$ cat config.mk
export PLATFORM = sky130hd
export DESIGN_NAME = dvp_pattern_source
export DESIGN_NICKNAME = d
export VERILOG_FILES = /design/src/rtl/dvp_pattern_source.sv
export SDC_FILE = /design/constraint.sdc
export NUM_CORES = 1
export LEC_CHECK = 0
export ABC_AREA = 1
export CAP_MARGIN = 20
export CORE_ASPECT_RATIO = 0.8
export CORE_MARGIN = 2
export CORE_UTILIZATION = 50
export DETAILED_ROUTE_END_ITERATION = 8
export GPL_TIMING_DRIVEN = 0
export HOLD_SLACK_MARGIN = 0.15
export PLACE_DENSITY = 0.73
export SLEW_MARGIN = 30
export SYNTH_ARGS = -nofsm -noshare
export SYNTH_HDL_FRONTEND = slang
export SYNTH_SLANG_ARGS = --single-unit
$ cat constraint.sdc
create_clock -name clk -period 2.2 [get_ports clk]
set_input_delay 0.22 -clock clk [delete_from_list [all_inputs] [get_ports clk]]
set_output_delay 0.22 -clock clk [all_outputs]
set_load 0.005 [all_outputs]
$ cat src/rtl/dvp_pattern_source.sv
// dvp_pattern_source
// Synthetic OV7670-style parallel camera source. Emits RGB565 frames, two
// bytes per pixel with the MSB first, built from a selectable test pattern.
// All outputs change only on the pclk falling edge, so a receiver that samples
// on the rising edge always sees stable values.
//
// Ports:
//   clk        system clock
//   reset      synchronous, active-high
//   enable     request continuous frame output
//   patternSel 0 col, 1 {row,col}, 2 colour bars, 3 frame count
//   pclk       pixel clock, clk/(2*PCLK_DIV)
//   vsync      frame sync, active high
//   href       high during the active bytes of a line
//   data       pixel byte, 0 while href is low
//   frameDone  one-clk pulse at the end of each frame
//   frameCount number of completed frames, wraps
module dvp_pattern_source #(
    parameter int H_ACTIVE    = 320,
    parameter int V_ACTIVE    = 240,
    parameter int H_BLANK     = 144,
    parameter int VSYNC_LINES = 3,
    parameter int V_BACK      = 17,
    parameter int V_FRONT     = 10,
    parameter int PCLK_DIV    = 2
) (
    input  logic        clk,
    input  logic        reset,
    input  logic        enable,
    input  logic [1:0]  patternSel,
    output logic        pclk,
    output logic        vsync,
    output logic        href,
    output logic [7:0]  data,
    output logic        frameDone,
    output logic [15:0] frameCount
);

    localparam int LINE   = 2 * H_ACTIVE + H_BLANK;
    localparam int HBYTES = 2 * H_ACTIVE;
    localparam int BAR_W  = H_ACTIVE / 8;
    localparam int H_W    = $clog2(LINE);
    localparam int DIV_W  = (PCLK_DIV > 1) ? $clog2(PCLK_DIV) : 1;
    localparam int BC_W   = (BAR_W > 1) ? $clog2(BAR_W) : 1;

    typedef enum logic [2:0] {
        S_IDLE,
        S_VSYNC,
        S_BACK,
        S_ACTIVE,
        S_FRONT
    } state_t;

    state_t            state, state_n;
    logic [DIV_W-1:0]  div_cnt;
    logic [H_W-1:0]    hcnt, hcnt_n;     // byte period within the line
    logic [15:0]       lcnt, lcnt_n;     // line within the current state
    logic [1:0]        pat_q, pat_n;
    logic [15:0]       fc_snap, snap_n;  // frameCount latched at frame start
    logic [2:0]        bar_idx, bar_idx_n;
    logic [BC_W-1:0]   bar_cnt, bar_cnt_n;
    logic [15:0]       fc_n;
    logic [15:0]       lines_last;
    logic [15:0]       col_n;
    logic [15:0]       pix_n;
    logic              fall;
    logic              frame_end;
    logic              start_frame;
    logic              vsync_n, href_n;
    logic [7:0]        data_n;

    function automatic logic [15:0] bar_color(input logic [2:0] i);
        case (i)
            3'd0:    bar_color = 16'hFFFF;
            3'd1:    bar_color = 16'hFFE0;
            3'd2:    bar_color = 16'h07FF;
            3'd3:    bar_color = 16'h07E0;
            3'd4:    bar_color = 16'hF81F;
            3'd5:    bar_color = 16'hF800;
            3'd6:    bar_color = 16'h001F;
            default: bar_color = 16'h0000;
        endcase
    endfunction

    // The clk cycle whose closing edge drives pclk 1->0.
    assign fall = pclk && (div_cnt == DIV_W'(PCLK_DIV - 1));

    always_comb begin
        case (state)
            S_VSYNC:  lines_last = 16'(VSYNC_LINES - 1);
            S_BACK:   lines_last = 16'(V_BACK - 1);
            S_ACTIVE: lines_last = 16'(V_ACTIVE - 1);
            S_FRONT:  lines_last = 16'(V_FRONT - 1);
            default:  lines_last = 16'd0;
        endcase
    end

    // Next byte-period position. Everything advances only on a falling edge;
    // outputs are then derived from the position being entered.
    always_comb begin
        state_n     = state;
        hcnt_n      = hcnt;
        lcnt_n      = lcnt;
        pat_n       = pat_q;
        snap_n      = fc_snap;
        bar_idx_n   = bar_idx;
        bar_cnt_n   = bar_cnt;
        frame_end   = 1'b0;
        start_frame = 1'b0;

        if (fall) begin
            if (state == S_IDLE) begin
                start_frame = enable;
            end else if (hcnt != H_W'(LINE - 1)) begin
                hcnt_n = hcnt + 1'b1;
            end else begin
                hcnt_n = '0;
                if (lcnt != lines_last) begin
                    lcnt_n = lcnt + 16'd1;
                end else begin
                    lcnt_n = 16'd0;
                    case (state)
                        S_VSYNC:  state_n = S_BACK;
                        S_BACK:   state_n = S_ACTIVE;
                        S_ACTIVE: state_n = S_FRONT;
                        default: begin
                            frame_end   = 1'b1;
                            start_frame = enable;
                            state_n     = S_IDLE;
                        end
                    endcase
                end
            end
        end

        fc_n = frame_end ? frameCount + 16'd1 : frameCount;

        if (start_frame) begin
            state_n = S_VSYNC;
            hcnt_n  = '0;
            lcnt_n  = 16'd0;
            pat_n   = patternSel;
            snap_n  = fc_n;   // pattern 3 shows the count including this frame end
        end

        // Colour-bar index tracked incrementally: reset at each line start,
        // stepped every BAR_W pixels on the first byte of each new pixel.
        if (fall && state_n == S_ACTIVE && hcnt_n < H_W'(HBYTES)) begin
            if (hcnt_n == '0) begin
                bar_idx_n = 3'd0;
                bar_cnt_n = '0;
            end else if (!hcnt_n[0]) begin
                if (bar_cnt == BC_W'(BAR_W - 1)) begin
                    bar_cnt_n = '0;
                    bar_idx_n = bar_idx + 3'd1;
                end else begin
                    bar_cnt_n = bar_cnt + 1'b1;
                end
            end
        end
    end

    always_comb begin
        col_n = 16'(hcnt_n >> 1);
        case (pat_n)
            2'd0:    pix_n = col_n;
            2'd1:    pix_n = {lcnt_n[7:0], col_n[7:0]};
            2'd2:    pix_n = bar_color(bar_idx_n);
            default: pix_n = snap_n;
        endcase
        vsync_n = (state_n == S_VSYNC);
        href_n  = (state_n == S_ACTIVE) && (hcnt_n < H_W'(HBYTES));
        data_n  = 8'h00;
        if (href_n) begin
            data_n = hcnt_n[0] ? pix_n[7:0] : pix_n[15:8];
        end
    end

    always_ff @(posedge clk) begin
        if (reset) begin
            div_cnt    <= '0;
            pclk       <= 1'b0;
            state      <= S_IDLE;
            hcnt       <= '0;
            lcnt       <= 16'd0;
            pat_q      <= 2'd0;
            fc_snap    <= 16'd0;
            bar_idx    <= 3'd0;
            bar_cnt    <= '0;
            vsync      <= 1'b0;
            href       <= 1'b0;
            data       <= 8'h00;
            frameDone  <= 1'b0;
            frameCount <= 16'd0;
        end else begin
            if (div_cnt == DIV_W'(PCLK_DIV - 1)) begin
                div_cnt <= '0;
                pclk    <= ~pclk;
            end else begin
                div_cnt <= div_cnt + 1'b1;
            end
            state      <= state_n;
            hcnt       <= hcnt_n;
            lcnt       <= lcnt_n;
            pat_q      <= pat_n;
            fc_snap    <= snap_n;
            bar_idx    <= bar_idx_n;
            bar_cnt    <= bar_cnt_n;
            frameDone  <= frame_end;
            frameCount <= fc_n;
            if (fall) begin
                vsync <= vsync_n;
                href  <= href_n;
                data  <= data_n;
            end
        end
    end

endmodule

==> results of run 1 <==
-- critical path: cells and delay by family (launching register included) --
family	cells	cell delay (ps)
AOI/OAI and AO/OA	2	410
buffers and inverters	2	290
DFF	1	360
and+or+nand+nor	14	1460
-- state kept, by name, indices dropped and copies added, names as in the netlist --
name        count
bar_cnt         6
bar_idx         3
data            8
div_cnt         1
fc_snap        16
frameCount     16
frameDone       1
hcnt           10
href            1
lcnt           16
pat_q           2
pclk            1
state           3
vsync           1
-- cell usage after synthesis, drive strengths merged --
cell    number  area [um^2]
nand2      178        695.7
nor2       143        603.1
dfxtp       85         1702
inv         84        315.3
nand3       49        267.8
o21ai       48        259.0
a21oi       33        165.2
xor2        19        166.4
nand4       14        93.84
nor3        13        65.06
buf         11        78.82
clkbuf      11        41.29
xnor2        7        61.31
ha           5        62.56
nor4         5        46.29
nor3b        4        30.03
a22oi        3        22.52
a31oi        3        18.77
o31ai        3        22.52
o211ai       2        20.02
or2          2        12.51
a21o         1        7.510
and3         1        6.260
clkinv       1        3.750
mux2i        1        10.01
o21bai       1        7.510
o221ai       1        8.760
-- final timing paths --
kind	start	slack, ps	to
worst max-delay path	state[2]	-390	data[0]
worst min-delay path	reset	480	frameCount[1]
worst max register to register	state[2]	-390	data[0]
worst min register to register	div_cnt	490	div_cnt
-- cell usage in the layout, fill, tap and decap left out, drive strengths merged --
| cell type | n |
|---|---|
| o21ai | 48 |
| inv | 84 |
| clkinv | 2 |
| ha | 5 |
| nor3 | 13 |
| xor2 | 19 |
| nand4 | 14 |
| nor4 | 5 |
| a22oi | 3 |
| buf | 65 |
| a21oi | 33 |
| a21o | 1 |
| mux2i | 1 |
| dfxtp | 85 |
| and3 | 1 |
| nand3 | 49 |
| xnor2 | 7 |
| nor3b | 4 |
| o31ai | 3 |
| bufinv | 1 |
| clkdlybuf4s50 | 31 |
| o21bai | 1 |
| clkbuf | 25 |
| a31oi | 3 |
| nor2 | 144 |
| o221ai | 1 |
| or2 | 2 |
| o211ai | 2 |
| nand2 | 178 |
-- routing by layer --
| metal | track usage | wire length [um] |
|---|---|---|
| met1 | 0.3846 | 6792 |
| met2 | 0.4631 | 7308 |
| met3 | 0.05808 | 1237 |
| met4 | 0.08232 | 317 |
| met5 | 0 | 0 |
-- metrics by stage --
stage          power, uW  worst slack (ps)  utilization  TNS, ps
2_1_floorplan       1725            -79.90            -   -210.2
3_3_place_gp        1782            -632.0       0.5790   -14970
3_5_place_dp        1785            -634.1       0.5790   -16610
4_1_cts             3418            -337.5       0.6899    -4273
5_1_grt             3531            -569.9       0.7373   -10980
6_report            3458            -394.0       0.7373    -5959
-- final cells by class --
class | instances | share of cell area
inverter | 85 | 0.04929
buffer | 21 | 0.02603
multi-input combinational | 537 | 0.4840
sequential | 85 | 0.2542
clock inverter | 2 | 0.005723
timing repair buffer | 86 | 0.1189
clock buffer | 14 | 0.04061
tap | 115 | 0.02123
-- cell families (layout without fill, tap and decap cells) --
group                    Yosys count  count (layout)  share of synthesized area
AO/OA/AOI/OAI                     95              95                     0.1109
AND/OR/NAND/NOR                  409             410                     0.3798
flip-flops                        85              85                     0.3550
buffers and inverters            107             208                    0.09162
XOR/XNOR                          26              26                    0.04751
adder cells (fa/ha/maj)            5               5                    0.01305
multiplexers                       1               1                   0.002088
-- repair_timing --
item / 4_1_cts / 5_1_grt
gates resized for setup: 115 / 85
cloned: 3 / 1
hold buffers: 0 / 0
buffers inserted: 35 / 22
endpoints found under the setup margin: 54 / 66
pin swaps: 31 / 29
-- power breakdown --
group	switching, uW	internal, uW
Clock	616	984
Sequential	11.0	1550
Combinational	187	112
Total	814	2640
==> impl_metrics.prom, run 1 <==
# TYPE chip_impl_metric gauge
chip_impl_metric{name="place.port_buffers",unit=""} 31
chip_impl_metric{name="timing_hold_violations_final",unit=""} 0
chip_impl_metric{name="critical-path-max-stage-delay",unit="ps"} 360
chip_impl_metric{name="floorplan.die.height",unit="um"} 91.58
chip_impl_metric{name="grt_first_pass_wirelength",unit="mm"} 23.34
chip_impl_metric{name="final.period_utilization",unit=""} 1.179
chip_impl_metric{name="detailroute.via_count",unit=""} 5309
chip_impl_metric{name="synth-seq-cells",unit=""} 85
chip_impl_metric{name="peakVddDrop",unit="mV"} 0.5033
chip_impl_metric{name="worstPathArrival",unit="ps"} 2880
chip_impl_metric{name="cts.reportedPaths.clkPinSlew",unit="ps"} 60
chip_impl_metric{name="register_area",unit="um^2"} 1723
chip_impl_metric{name="clock_tree.htree_level_count",unit=""} 3
chip_impl_metric{name="post-route-worst-setup-slack",unit="ps"} -394.0
chip_impl_metric{name="synthDistinctLibCells",unit=""} 43
chip_impl_info{name="min-delay-path-class",value="primary input to flip-flop"} 1
chip_impl_metric{name="route.detailed.wl_per_inst",unit="um"} 16.57
chip_impl_metric{name="num_rows",unit=""} 31
chip_impl_metric{name="routed_via_density",unit=""} 5.618
chip_impl_metric{name="drc",unit=""} 0
chip_impl_metric{name="cell_depth_of_the_worst_hold_path",unit=""} 3
chip_impl_info{name="worstSetupPathType",value="flip-flop to flip-flop"} 1
chip_impl_metric{name="number_of_global_route_vias_before_repair",unit=""} 4871
chip_impl_info{name="setup.worst_path.start_class",value="flip-flop"} 1
chip_impl_metric{name="placedCellCount",unit=""} 874
chip_impl_metric{name="area.growth.synth_to_final",unit="%"} 41.40
chip_impl_metric{name="slew_headroom",unit=""} 0.4812
chip_impl_metric{name="fillCellCount",unit=""} 668
chip_impl_metric{name="synth.net_count",unit=""} 738
chip_impl_metric{name="floorplan.initialDensity",unit=""} 0.5214
chip_impl_metric{name="clkLatencyLatePin",unit="ps"} 340
chip_impl_metric{name="ys_warn_count",unit=""} 0
chip_impl_metric{name="drv.max_cap_violation_count",unit=""} 0
chip_impl_metric{name="grt_start_max_net_pins",unit=""} 14
chip_impl_metric{name="setup_viol",unit=""} 30
chip_impl_metric{name="power.density",unit="nW/um^2"} 510.1
chip_impl_metric{name="hold_slack",unit="ps"} 477.6
chip_impl_metric{name="grt_remaining_overflow",unit=""} 0
chip_impl_metric{name="avgSynthCellArea",unit="um^2"} 6.584
chip_impl_info{name="failing_checks",value="setup timing"} 1
chip_impl_metric{name="period_needed",unit="ps"} 2594
chip_impl_metric{name="multiInputGateArea",unit="um^2"} 3281
chip_impl_info{name="tritoncts",value="yes"} 1
chip_impl_metric{name="finalWeightedCongestion",unit=""} 0.9288
chip_impl_metric{name="die_area",unit="um^2"} 10390
chip_impl_metric{name="routed_wl",unit="mm"} 15.66
chip_impl_metric{name="fmax",unit="GHz"} 0.3855
chip_impl_metric{name="postLayoutCellArea",unit="um^2"} 6778
chip_impl_metric{name="top_level_ports",unit=""} 33
chip_impl_metric{name="layout.nets",unit=""} 835
chip_impl_metric{name="required",unit="ps"} 2480
chip_impl_metric{name="netlist_instances",unit=""} 728
chip_impl_metric{name="clock-skew-final",unit="ps"} 8.706
chip_impl_info{name="cell_chain_of_the_critical_path",value="buf_4, nor2_4, nand2_1, nand2_1, nand2_2, nor2_4, nand3_2, nand2_2, nand2_4, or2_4, o21ai_4, nor2_4, buf_6, a22oi_1, nand3_2, nand2_1, nor2_1, nor2_1"} 1
chip_impl_info{name="run_status",value="finished, violations left"} 1
chip_impl_metric{name="drt.antenna.violating_nets",unit=""} 0
chip_impl_metric{name="core_area",unit="um^2"} 9193
chip_impl_metric{name="die_x",unit="um"} 113.5
chip_impl_metric{name="drtPass1Iterations",unit=""} 5
chip_impl_metric{name="crit_fanout",unit=""} 8
chip_impl_metric{name="layout.cells.non_filler",unit=""} 945
chip_impl_metric{name="power.leakage",unit="uW"} 0.002808
chip_impl_metric{name="dp.final_hpwl",unit="mm"} 10.04
chip_impl_metric{name="mappedNetlistArea",unit="um^2"} 4793
chip_impl_metric{name="antenna-diode-count",unit=""} 0
chip_impl_metric{name="drive_above_1_share",unit=""} 0.2843
chip_impl_info{name="critPathSlowestCell",value="dfxtp_4"} 1
chip_impl_metric{name="cts.sinks",unit=""} 85
chip_impl_info{name="grt_setup_unrepaired",value="true"} 1
chip_impl_metric{name="clock_path_buffers",unit=""} 2
chip_impl_metric{name="drtIter0Drc",unit=""} 518
chip_impl_metric{name="numCtsBuffers",unit=""} 9
chip_impl_metric{name="r2r_cells",unit=""} 18
chip_impl_metric{name="grt_antenna_before_repair",unit=""} 0
chip_impl_metric{name="gr_util_all_layers",unit=""} 0.2852
chip_impl_info{name="endpoint_kind",value="flip-flop"} 1
chip_impl_info{name="clock_tree_root_driver_cell",value="clkbuf_16"} 1
chip_impl_metric{name="drv_slew",unit=""} 0
chip_impl_metric{name="worst-slew-pin-transition",unit="ps"} 778.2
chip_impl_metric{name="placement.cell_area",unit="um^2"} 5323
chip_impl_metric{name="synth.yosys.seq_area_share",unit=""} 0.3550
No activity file was read; power rests on OpenSTA's default activity.
==> run 2: changes to the inputs <==
--- a/config.mk
+++ b/config.mk
@@ -11,7 +11,6 @@
 export CORE_MARGIN = 2
 export CORE_UTILIZATION = 50
 export DETAILED_ROUTE_END_ITERATION = 8
-export GPL_TIMING_DRIVEN = 0
 export HOLD_SLACK_MARGIN = 0.15
 export PLACE_DENSITY = 0.73
 export SLEW_MARGIN = 30
==> run 2 against run 1 <==
Effect of this change:
- the flow still finishes with violations (setup timing)
- worst setup slack got worse by 210 ps
- power fell by 3.1%
- clock-buffer cell count fell by 2
- critical endpoint is now data[6]
- hold slack got worse by 140 ps
- first-iteration DRC count rose by 13%
- final cell count rose by 8.3%
- largest cell class unchanged
==> impl_metrics.prom, run 2 (same netlist as run 1, synthesis figures left out) <==
# TYPE chip_impl_metric gauge
chip_impl_info{name="layout.cells.most_common_list",value="buf_4, nand2_1, nor2_1"} 1
chip_impl_info{name="failing_checks",value="setup timing"} 1
chip_impl_info{name="run_status",value="finished, violations left"} 1
chip_impl_metric{name="top_level_ports",unit=""} 33
chip_impl_metric{name="required",unit="ps"} 2400
chip_impl_metric{name="detailroute.via_count",unit=""} 5748
chip_impl_metric{name="die_area",unit="um^2"} 10390
chip_impl_metric{name="timing_hold_violations_final",unit=""} 0
chip_impl_metric{name="floorplan.die.height",unit="um"} 91.58
chip_impl_metric{name="fillCellCount",unit=""} 570
chip_impl_metric{name="cts.sinks",unit=""} 85
chip_impl_metric{name="gr_util_all_layers",unit=""} 0.3176
chip_impl_metric{name="numCtsBuffers",unit=""} 9
chip_impl_metric{name="setup_viol",unit=""} 27
chip_impl_metric{name="core_area",unit="um^2"} 9193
chip_impl_info{name="min-delay-path-class",value="primary input to flip-flop"} 1
chip_impl_metric{name="routed_via_density",unit=""} 5.619
chip_impl_metric{name="floorplan.initialDensity",unit=""} 0.5214
chip_impl_metric{name="intPower",unit="uW"} 2521
chip_impl_metric{name="pwr-share-seq",unit=""} 0.466
chip_impl_metric{name="power.leakage",unit="uW"} 0.003214
chip_impl_info{name="setup.worst_path.start_class",value="flip-flop"} 1
chip_impl_metric{name="clock_path_buffers",unit=""} 2
chip_impl_metric{name="share_comb_of_total_power",unit=""} 0.094
chip_impl_metric{name="route.detailed.wl_per_inst",unit="um"} 17.88
chip_impl_metric{name="sw_frac_of_total",unit=""} 0.2480
chip_impl_metric{name="drt.antenna.violating_nets",unit=""} 0
chip_impl_info{name="critPathSlowestCell",value="dfxtp_2"} 1
chip_impl_metric{name="drtIter0Drc",unit=""} 586
chip_impl_metric{name="worstPathArrival",unit="ps"} 3000
chip_impl_metric{name="post-layout-total-power",unit="uW"} 3352
chip_impl_metric{name="cts.hold.buffers_added",unit=""} 0
chip_impl_metric{name="grt_remaining_overflow",unit=""} 0
chip_impl_metric{name="grt_antenna_before_repair",unit=""} 0
chip_impl_metric{name="finalWeightedCongestion",unit=""} 0.9020
chip_impl_metric{name="register_area",unit="um^2"} 1720
chip_impl_metric{name="clock_tree.htree_level_count",unit=""} 3
chip_impl_metric{name="place.port_buffers",unit=""} 32
chip_impl_info{name="endpoint_kind",value="flip-flop"} 1
chip_impl_metric{name="power.density",unit="nW/um^2"} 458.2
chip_impl_info{name="grt_setup_unrepaired",value="true"} 1
chip_impl_metric{name="drtPass1Iterations",unit=""} 5
chip_impl_metric{name="grt_first_pass_wirelength",unit="mm"} 26.10
chip_impl_metric{name="worst-slew-pin-transition",unit="ps"} 661.4
chip_impl_metric{name="critical-path-max-stage-delay",unit="ps"} 340
chip_impl_metric{name="period_needed",unit="ps"} 2800
chip_impl_metric{name="multiInputGateArea",unit="um^2"} 3294
chip_impl_metric{name="number_of_global_route_vias_before_repair",unit=""} 5244
chip_impl_metric{name="area.growth.synth_to_final",unit="%"} 52.62
chip_impl_metric{name="slew_headroom",unit=""} 0.5591
chip_impl_metric{name="num_rows",unit=""} 31
chip_impl_metric{name="crit_fanout",unit=""} 6
chip_impl_metric{name="antenna-diode-count",unit=""} 0
chip_impl_info{name="tritoncts",value="yes"} 1
chip_impl_info{name="clock_tree_root_driver_cell",value="clkbuf_16"} 1
chip_impl_metric{name="finish.utilization",unit=""} 0.7958
chip_impl_metric{name="post-route-worst-setup-slack",unit="ps"} -600.2
chip_impl_metric{name="dr_wl_met3",unit="mm"} 1.442
chip_impl_metric{name="layout.nets",unit=""} 914
chip_impl_metric{name="grt_start_max_net_pins",unit=""} 60
chip_impl_metric{name="final.period_utilization",unit=""} 1.273
chip_impl_info{name="highest-signal-layer",value="met4"} 1
chip_impl_info{name="crit_top_cell",value="nand2_1"} 1
chip_impl_metric{name="net-switching-power",unit="uW"} 831.3
chip_impl_metric{name="drive_above_1_share",unit=""} 0.3645
chip_impl_metric{name="drv_slew",unit=""} 0
chip_impl_metric{name="routed_wl",unit="mm"} 18.29
chip_impl_info{name="largestRegisters",value="fc_snap: 16 flops, frameCount: 16 flops, lcnt: 16 flops"} 1
chip_impl_metric{name="clkLatencyLatePin",unit="ps"} 350
chip_impl_metric{name="clock-skew-final",unit="ps"} 11.08
chip_impl_metric{name="drv.max_cap_violation_count",unit=""} 0
chip_impl_info{name="commonest_non_fill_non_tap_cell_in_the_layout",value="buf_4"} 1
chip_impl_metric{name="peakVddDrop",unit="mV"} 0.5081
chip_impl_metric{name="dp.final_hpwl",unit="mm"} 11.08
chip_impl_info{name="worstSetupPathType",value="flip-flop to flip-flop"} 1
chip_impl_metric{name="cts.reportedPaths.clkPinSlew",unit="ps"} 60
chip_impl_metric{name="die_x",unit="um"} 113.5
chip_impl_metric{name="route.met2.wl",unit="mm"} 8.443
chip_impl_metric{name="clock_power_share",unit=""} 0.440
chip_impl_info{name="cell_chain_of_the_critical_path",value="buf_4, o21ai_4, nand2_1, nand2_1, nand2_2, nor2_4, nand3_2, nand2_2, nand2_4, inv_4, nand2_1, o21ai_2, inv_2, buf_4, a31oi_2, nand2_2, nand2_2, nand2_1, nand2_1, a21oi_1"} 1
chip_impl_metric{name="fmax",unit="GHz"} 0.3571
chip_impl_metric{name="m1_wire_length",unit="mm"} 7.724
chip_impl_metric{name="drc",unit=""} 0
## run 2: cell count changes in the layout (fill, tap and decap cells not counted), sizes merged
cell	change
buf	+89
bufinv	-1
clkbuf	-13
clkinvlp	+2
nand2	+1
## run 2: final cells by class
class / instances / share of cell area
multi-input combinational: 538 / 0.4503
sequential: 85 / 0.2352
timing repair buffer: 185 / 0.2090
inverter: 85 / 0.04669
clock buffer: 12 / 0.03643
tap: 115 / 0.01967
clock inverter: 3 / 0.002736
## run 2: power by group through the flow
stage | Clock [uW] | Combinational, uW | Sequential, uW
floorplan | 0 | 134 | 1590
global placement | 0 | 226 | 1590
detailed placement | 0 | 230 | 1590
CTS | 1470 | 270 | 1560
global route | 1530 | 334 | 1560
finish | 1480 | 316 | 1560
## run 2: critical path: cells and delay by family (launching register included)
family / cells / cell delay, ps
compound gates: 4 / 620
flops: 1 / 340
buf+inv: 4 / 570
simple gates: 12 / 1110
## run 2: timing repair
item                                    in CTS  in global routing
gates resized for setup                     88                101
endpoints found under the setup margin      35                 54
setup buffers                               18                 16
gates cloned                                 2                  0
pin swaps                                   38                 47
endpoints found under the hold margin        0                  0
## run 2: path summary, 6_finish.rpt
kind             from       to  slack, ps  cells after the start
max reg2reg  state[1]  data[6]       -600                     20
min reg2reg      href     href        500                      2
max          state[1]  data[6]       -600                     20
min             reset  data[4]        340                      4
## run 2: per-stage QoR
stage / TNS (ps) / instances / instance area [um^2] / hold WS [ps] / setup slack, ps
6_report: -8025 / 1023 / 7316 / 337.7 / -600.2
4_1_cts: -3822 / 1007 / 6818 / 296.6 / -266.3
3_5_place_dp: -7597 / 974 / 6123 / 472.6 / -451.5
3_3_place_gp: -5275 / 974 / 6123 / 453.8 / -375.2
5_1_grt: -15130 / 1023 / 7316 / 365.4 / -774.5
2_1_floorplan: -210.2 / 728 / 4868 / 421.1 / -79.90
## run 2: layer usage
| metal | track usage | vias up |
|---|---|---|
| met5 | 0 | - |
| met4 | 0.1128 | 0 |
| met3 | 0.06542 | 82 |
| met2 | 0.5025 | 318 |
| met1 | 0.4292 | 2665 |
| li1 | - | 2683 |
